## config.mk

```make
export PLATFORM = sky130hd
export DESIGN_NAME = quanet_regbank
export DESIGN_NICKNAME = d
export VERILOG_FILES = /design/src/rtl/quanet_regs_pkg.sv /design/src/rtl/quanet_regbank_bytewr.sv /design/src/rtl/quanet_regbank.sv
export SDC_FILE = /design/constraint.sdc
export NUM_CORES = 1
export LEC_CHECK = 0
export CAP_MARGIN = 40
export CORE_AREA = 2 2 660 662
export CTS_BUF_LIST = sky130_fd_sc_hd__clkbuf_16
export DETAILED_ROUTE_END_ITERATION = 12
export DIE_AREA = 0 0 662 664
export DONT_BUFFER_PORTS = 1
export GPL_TIMING_DRIVEN = 0
export SKIP_CTS_REPAIR_TIMING = 1
export SYNTH_ARGS = -nofsm -noshare
export SYNTH_HDL_FRONTEND = slang
export SYNTH_SLANG_ARGS = --single-unit
export TNS_END_PERCENT = 1
```

## constraint.sdc

```tcl
create_clock -name s_axi_aclk -period 3.18 [get_ports s_axi_aclk]
set_input_delay 0.318 -clock s_axi_aclk [delete_from_list [all_inputs] [get_ports s_axi_aclk]]
set_output_delay 0.318 -clock s_axi_aclk [all_outputs]
set_load 0.005 [all_outputs]
```

## src/rtl/quanet_regs_pkg.sv

```systemverilog
// Shared AXI-Lite response codes, handshake state types and byte-lane helper
// for the QuaNet register bank.
package quanet_regs_pkg;

   localparam int unsigned DATA_W = 32;
   localparam int unsigned STRB_W = DATA_W / 8;

   localparam logic [1:0] AXI_RESP_OKAY   = 2'b00;
   localparam logic [1:0] AXI_RESP_SLVERR = 2'b10;

   typedef enum logic {WR_IDLE = 1'b0, WR_RESP = 1'b1} wr_state_t;
   typedef enum logic {RD_IDLE = 1'b0, RD_DATA = 1'b1} rd_state_t;

   // Expand per-byte strobes into a per-bit enable mask.
   function automatic logic [DATA_W-1:0] byte_mask(input logic [STRB_W-1:0] strb);
      return {{8{strb[3]}}, {8{strb[2]}}, {8{strb[1]}}, {8{strb[0]}}};
   endfunction

endpackage

```

## src/rtl/quanet_regbank_bytewr.sv

```systemverilog
// One register of the bank: byte-lane writes, self-clearing pulse bits,
// sticky W1C event bits and the assembled read word.
module quanet_regbank_bytewr
   import quanet_regs_pkg::*;
#(
   parameter logic [DATA_W-1:0] RST_VAL     = '0,
   parameter logic [DATA_W-1:0] RO_MASK     = '0,
   parameter logic [DATA_W-1:0] PULSE_MASK  = '0,
   parameter logic [DATA_W-1:0] STICKY_MASK = '0
) (
   input  logic              i_clk,
   input  logic              i_rst,
   input  logic              i_wr_en,
   input  logic [DATA_W-1:0] i_wdata,
   input  logic [STRB_W-1:0] i_wstrb,
   input  logic [DATA_W-1:0] i_hw_set,
   input  logic [DATA_W-1:0] i_regs_r,
   output logic [DATA_W-1:0] o_regs_w,
   output logic [DATA_W-1:0] o_rword
);

   localparam logic [DATA_W-1:0] WR_MASK = ~(RO_MASK | STICKY_MASK);

   logic [DATA_W-1:0] r_ctl;
   logic [DATA_W-1:0] r_sticky;
   logic [DATA_W-1:0] w_bmask;
   logic [DATA_W-1:0] w_wmask;
   logic [DATA_W-1:0] w_clr;
   logic [DATA_W-1:0] w_base;

   assign w_bmask = byte_mask(i_wstrb);
   assign w_wmask = i_wr_en ? (w_bmask & WR_MASK) : '0;
   assign w_clr   = i_wr_en ? (w_bmask & i_wdata & STICKY_MASK) : '0;
   // Pulse bits fall back to their reset value unless rewritten this cycle.
   assign w_base  = (r_ctl & ~PULSE_MASK) | (RST_VAL & PULSE_MASK);

   always_ff @(posedge i_clk) begin
      if (i_rst) begin
         r_ctl    <= RST_VAL;
         r_sticky <= '0;
      end else begin
         r_ctl    <= (w_base & ~w_wmask) | (i_wdata & w_wmask);
         // A same-cycle hw event overrides the write-1-to-clear.
         r_sticky <= ((r_sticky & ~w_clr) | i_hw_set) & STICKY_MASK;
      end
   end

   assign o_regs_w = r_ctl;
   assign o_rword  = (i_regs_r & RO_MASK) | (r_sticky & STICKY_MASK) | (r_ctl & WR_MASK);

endmodule

```

## src/rtl/quanet_regbank.sv

```systemverilog
// Parametrised AXI4-Lite register bank between the PS interconnect and QuaNet
// fabric: independent write/read handshake FSMs over per-register update cells.
module quanet_regbank
   import quanet_regs_pkg::*;
#(
   parameter int unsigned             ADDR_W      = 4,
   parameter int unsigned             NUM_REGS    = 16,
   parameter logic [32*NUM_REGS-1:0]  RST_VAL     = '0,
   parameter logic [32*NUM_REGS-1:0]  RO_MASK     = '0,
   parameter logic [32*NUM_REGS-1:0]  PULSE_MASK  = '0,
   parameter logic [32*NUM_REGS-1:0]  STICKY_MASK = '0
) (
   input  logic                     s_axi_aclk,
   input  logic                     s_axi_areset,
   input  logic                     s_axi_awvalid,
   output logic                     s_axi_awready,
   input  logic [15:0]              s_axi_awaddr,
   input  logic [2:0]               s_axi_awprot,
   input  logic                     s_axi_wvalid,
   output logic                     s_axi_wready,
   input  logic [31:0]              s_axi_wdata,
   input  logic [3:0]               s_axi_wstrb,
   output logic                     s_axi_bvalid,
   input  logic                     s_axi_bready,
   output logic [1:0]               s_axi_bresp,
   input  logic                     s_axi_arvalid,
   output logic                     s_axi_arready,
   input  logic [15:0]              s_axi_araddr,
   input  logic [2:0]               s_axi_arprot,
   output logic                     s_axi_rvalid,
   input  logic                     s_axi_rready,
   output logic [1:0]               s_axi_rresp,
   output logic [31:0]              s_axi_rdata,
   output logic [32*NUM_REGS-1:0]   regs_w,
   input  logic [32*NUM_REGS-1:0]   regs_r,
   input  logic [32*NUM_REGS-1:0]   hw_set,
   output logic [NUM_REGS-1:0]      wr_stb
);

   localparam int unsigned BA_W  = ADDR_W + 2;
   localparam int unsigned IDX_W = ADDR_W + 1;
   localparam int unsigned NSLOT = 2 ** ADDR_W;

   if (NUM_REGS < 1 || NUM_REGS > NSLOT) begin : g_num_err
      $error("quanet_regbank: NUM_REGS out of range for ADDR_W");
   end
   if (((PULSE_MASK & STICKY_MASK) != '0) ||
       ((RO_MASK & (PULSE_MASK | STICKY_MASK)) != '0)) begin : g_mask_err
      $error("quanet_regbank: overlapping RO/PULSE/STICKY masks");
   end

   wr_state_t           r_wr_state;
   rd_state_t           r_rd_state;
   logic                r_bvalid;
   logic [1:0]          r_bresp;
   logic [NUM_REGS-1:0] r_wr_stb;
   logic                r_rvalid;
   logic [1:0]          r_rresp;
   logic [31:0]         r_rdata;

   logic [ADDR_W-1:0]   w_aw_idx;
   logic [ADDR_W-1:0]   w_ar_idx;
   logic                w_aw_ok;
   logic                w_ar_ok;
   logic                w_wr_hs;
   logic                w_rd_hs;
   logic [NUM_REGS-1:0] w_wr_sel;
   logic [31:0]         w_rword [NSLOT];
   logic                w_unused;

   assign w_aw_idx = s_axi_awaddr[BA_W-1:2];
   assign w_ar_idx = s_axi_araddr[BA_W-1:2];
   assign w_aw_ok  = ((s_axi_awaddr >> BA_W) == 16'd0) && ({1'b0, w_aw_idx} < IDX_W'(NUM_REGS));
   assign w_ar_ok  = ((s_axi_araddr >> BA_W) == 16'd0) && ({1'b0, w_ar_idx} < IDX_W'(NUM_REGS));
   assign w_unused = ^{s_axi_awprot, s_axi_arprot, s_axi_awaddr[1:0], s_axi_araddr[1:0]};

   // Ready is offered only in the accepting cycle, so it tracks valid directly.
   assign w_wr_hs = s_axi_awvalid && s_axi_wvalid && (r_wr_state == WR_IDLE) && !s_axi_areset;
   assign w_rd_hs = s_axi_arvalid && (r_rd_state == RD_IDLE) && !s_axi_areset;

   genvar gi;
   for (gi = 0; gi < NUM_REGS; gi++) begin : g_reg
      assign w_wr_sel[gi] = w_wr_hs && w_aw_ok && (w_aw_idx == ADDR_W'(gi));
      quanet_regbank_bytewr #(
         .RST_VAL     (RST_VAL    [32*gi +: 32]),
         .RO_MASK     (RO_MASK    [32*gi +: 32]),
         .PULSE_MASK  (PULSE_MASK [32*gi +: 32]),
         .STICKY_MASK (STICKY_MASK[32*gi +: 32])
      ) u_bytewr (
         .i_clk    (s_axi_aclk),
         .i_rst    (s_axi_areset),
         .i_wr_en  (w_wr_sel[gi]),
         .i_wdata  (s_axi_wdata),
         .i_wstrb  (s_axi_wstrb),
         .i_hw_set (hw_set[32*gi +: 32]),
         .i_regs_r (regs_r[32*gi +: 32]),
         .o_regs_w (regs_w[32*gi +: 32]),
         .o_rword  (w_rword[gi])
      );
   end
   for (gi = NUM_REGS; gi < NSLOT; gi++) begin : g_pad
      assign w_rword[gi] = '0;
   end

   // Write channel: accept AW+W together, then hold B until bready.
   always_ff @(posedge s_axi_aclk) begin
      if (s_axi_areset) begin
         r_wr_state <= WR_IDLE;
         r_bvalid   <= 1'b0;
         r_bresp    <= AXI_RESP_OKAY;
         r_wr_stb   <= '0;
      end else begin
         r_wr_stb <= '0;
         case (r_wr_state)
            WR_IDLE: if (w_wr_hs) begin
               r_wr_state <= WR_RESP;
               r_bvalid   <= 1'b1;
               r_bresp    <= w_aw_ok ? AXI_RESP_OKAY : AXI_RESP_SLVERR;
               r_wr_stb   <= w_wr_sel;
            end
            WR_RESP: if (s_axi_bready) begin
               r_wr_state <= WR_IDLE;
               r_bvalid   <= 1'b0;
            end
            default: r_wr_state <= WR_IDLE;
         endcase
      end
   end

   // Read channel: capture the word at AR handshake, hold R until rready.
   always_ff @(posedge s_axi_aclk) begin
      if (s_axi_areset) begin
         r_rd_state <= RD_IDLE;
         r_rvalid   <= 1'b0;
         r_rresp    <= AXI_RESP_OKAY;
         r_rdata    <= '0;
      end else begin
         case (r_rd_state)
            RD_IDLE: if (w_rd_hs) begin
               r_rd_state <= RD_DATA;
               r_rvalid   <= 1'b1;
               r_rresp    <= w_ar_ok ? AXI_RESP_OKAY : AXI_RESP_SLVERR;
               r_rdata    <= w_ar_ok ? w_rword[w_ar_idx] : 32'd0;
            end
            RD_DATA: if (s_axi_rready) begin
               r_rd_state <= RD_IDLE;
               r_rvalid   <= 1'b0;
            end
            default: r_rd_state <= RD_IDLE;
         endcase
      end
   end

   assign s_axi_awready = w_wr_hs;
   assign s_axi_wready  = w_wr_hs;
   assign s_axi_arready = w_rd_hs;
   assign s_axi_bvalid  = r_bvalid;
   assign s_axi_bresp   = r_bresp;
   assign s_axi_rvalid  = r_rvalid;
   assign s_axi_rresp   = r_rresp;
   assign s_axi_rdata   = r_rdata;
   assign wr_stb        = r_wr_stb;

endmodule

```

==> metrics <==
Worst Tran Pin Value 1020 ps; P&R area growth vs syn 45.3%; First-pass DRT Iterations 8; crit path time final 3200 ps; RSZ-0062 raised after global routing false; global-route wire length before repair 301000 um; Crit Path Class reg2reg; vias in the first global route 22800; Layout Cells excl Fill 8657; Slowest-stage cell, CP clkbuf_1; ANT nets after route 0; outcome complete, but fails checks; met1 usage 12.6%; CTS root buffer clkbuf_16; Routed WL per cell 28.8 um; busiest layer in global routing met2; number of synthesized flops with an enable pin 0; die area 440000 um^2; Core Util, Final between 8 and 9%; total power about 17 mW; Async SR Flop Fraction 0%; Sw Pwr roughly 4.7 mW; Slew headroom between 30% and 40%; Mapped Cells roughly 2600; Placed Cells 8425; cell area after placement 34800 um^2; Hold Crit Depth 3; met3 usage 5.40%; cell mode on critical path clkbuf_1; Int Power ~12 mW; worst endpoint required time slightly below 4000 ps; largest net degree at the start of global routing 14; ys flop type dfxtp_1; grt total ovfl 0; CP bufs+invs 6; ratio of cells with drive above 1 in the final layout around a fifth; CTS H-tree lvls 3; I/O Pins between 1500 and 2000; Slew Limit Fails 0; total track usage 10.9%; Detailed Route Iter0 Violations 3719; synthesized area per cell 10.1 um^2; FF+latch count, synth around 570; endpoints failing hold 0; setup slack after layout -24.0 ps; sw frac 27.5%; Nets between 3000 and 4000; Flop pwr share about two fifths; Worst path top cell family by delay buffers and inverters; synth warn 0; maximum clock insertion buffer count 4; drt total wl 249000 um; DP HPWL about 220000 um; Residual DRC 0; post-synthesis sequential area ratio a little over two fifths; max incr delay on CP 540 ps; CTS tree built; mapped cell area around 26000 um^2; gpl congestion roughly 0.95; worst hold slack 3.57 ps; antenna violations before repair 61; Clock Power Share 50.3%; Avg Vias per Cell 2.99; core area 433000 um^2; pwr dens 448 nW/um^2; Starting Density 6.00%; worst-case reg-to-reg path depth 10; Worst-Skew Late Latency 790 ps; cts bufs inserted 74; critical path arrival 3900 ps; Logic pwr share 7.7%; Die X 662 um; Layout Skew 59.3 ps; Yosys cell types 44; final period utilization 101%; max-cap viol count 0; CP max FO 8; maximum VDD drop 0.413 mV; Crit. End Element flop; Die Ht 664 um; CP cell instances nand4bb_4 -> buf_12 -> inv_2 -> clkbuf_1 -> and3_1 -> clkbuf_1 -> clkbuf_2 -> buf_8 -> nand3_1 -> a21oi_1; Port Buffers 0; clk sinks about 570; Hold/Removal Path Class in2reg; row count 242; failing checks setup timing; CP startpoint kind flop; finished layout cell area 37700 um^2; Levels on crit path 10; Setup-failing EPs final 2; vias 25900; Leakage 12.0 nW; met2 usage roughly 17%; clock-pin slew on the worst setup and hold paths 60 ps; FMAX 312 MHz
cells in the mapped netlist (all sizes together) (2+ instances only):
cell	n	share of area [%]
a21oi	273	5.3
a22oi	32	0.93
and2	2	0.048
and3	16	0.39
and3b	3	0.10
and4	3	0.10
buf	80	1.6
clkbuf	196	2.8
dfxtp	566	44
mux2	32	1.4
mux2i	272	10
mux4	128	11
nand2	13	0.21
nand2b	274	6.6
nand3	183	4.3
nand3b	3	0.087
nand4	140	3.4
nor2	29	0.51
nor2b	6	0.14
nor3	5	0.25
nor3b	3	0.087
nor4	5	0.28
o21ai	306	5.9
or2	3	0.072
or4	4	0.13
final cells by class:
cell class | count | area (um^2)
Fill cell | 50000 | 395000
Multi-Input combinational cell | 1740 | 13500
Sequential cell | 566 | 11300
Tap cell | 5734 | 7170
Timing Repair Buffer | 147 | 2010
Clock buffer | 75 | 1880
Buffer | 276 | 1200
Clock inverter | 53 | 452
Antenna cell | 65 | 163
Inverter | 1 | 3.75
power groups by stage:
stage	Clock, mW	Sequential (mW)	Combinational (mW)
CTS	8.56	7.10	1.25
global route	8.81	7.10	1.33
finish	8.49	7.10	1.31
floorplan	0	7.26	0.469
detailed placement	0	7.26	1.25
global placement	0	7.26	1.12
layout by cell type, fill, tap and decap left out, types with 11 or more instances in the layout:
cell	instances
dfxtp_1	566
o21ai_0	282
nand2b_1	274
a21oi_1	273
mux2i_1	269
clkbuf_1	161
nand3_1	156
nand4_1	140
mux4_2	128
clkbuf_16	75
diode_2	65
buf_2	61
buf_8	51
dlygate4sd3_1	36
clkbuf_2	35
mux2_2	32
a22oi_1	32
buf_6	28
o21ai_1	24
nor2_1	23
buf_4	18
and3_1	16
nand3_2	16
clkinv_1	16
nand2_1	11
buf_1	11
nand3_4	11
clkinv_2	11
buf_12	11
worst min-delay path: cells and delay by family:
family / cells / cell delay, ps
AO/OA/AOI/OAI: 1 / 240
AND/OR/NAND/NOR: 2 / 180
layer usage:
metal | up-vias | share of wire, %
met2 | 2411 | 43
met4 | 20 | 5.9
li1 | 10100 | -
met3 | 541 | 14
met5 | - | 0.059
met1 | 12900 | 37
per-stage QoR:
| step | TNS [ps] | setup WS [ps] |
|---|---|---|
| after floorplan | 0 | 1210 |
| after CTS | -9810 | -650 |
| after global placement | -335330 | -2550 |
| after detailed placement | -15690 | -452 |
| final | -30.8 | -24.0 |
| after global routing | 0 | 0.651 |
cells by family (layout without fill, tap and decap cells):
group                  count (synthesis)  after routing  share of synthesized area [%]
AOI/OAI and AO/OA                    612            612                           12.1
muxes                                432            432                           23.0
DFF                                  566            566                           43.6
buffers and inverters                277            552                           4.40
and+or+nand+nor                      694            694                           16.9
other                                  1             67                         0.0144
final timing paths:
| path | end | start | slack (ps) |
|---|---|---|---|
| max | flop | r_wr_state$_SDFF_PP0_ | -20 |
| min | s_axi_rresp[1]$_SDFFE_PP0P_ | s_axi_araddr[8] | 4 |
| max reg2reg | flop | r_wr_state$_SDFF_PP0_ | -20 |
| min reg2reg | flop | flop | 510 |
(Power assumes the default switching activity.)
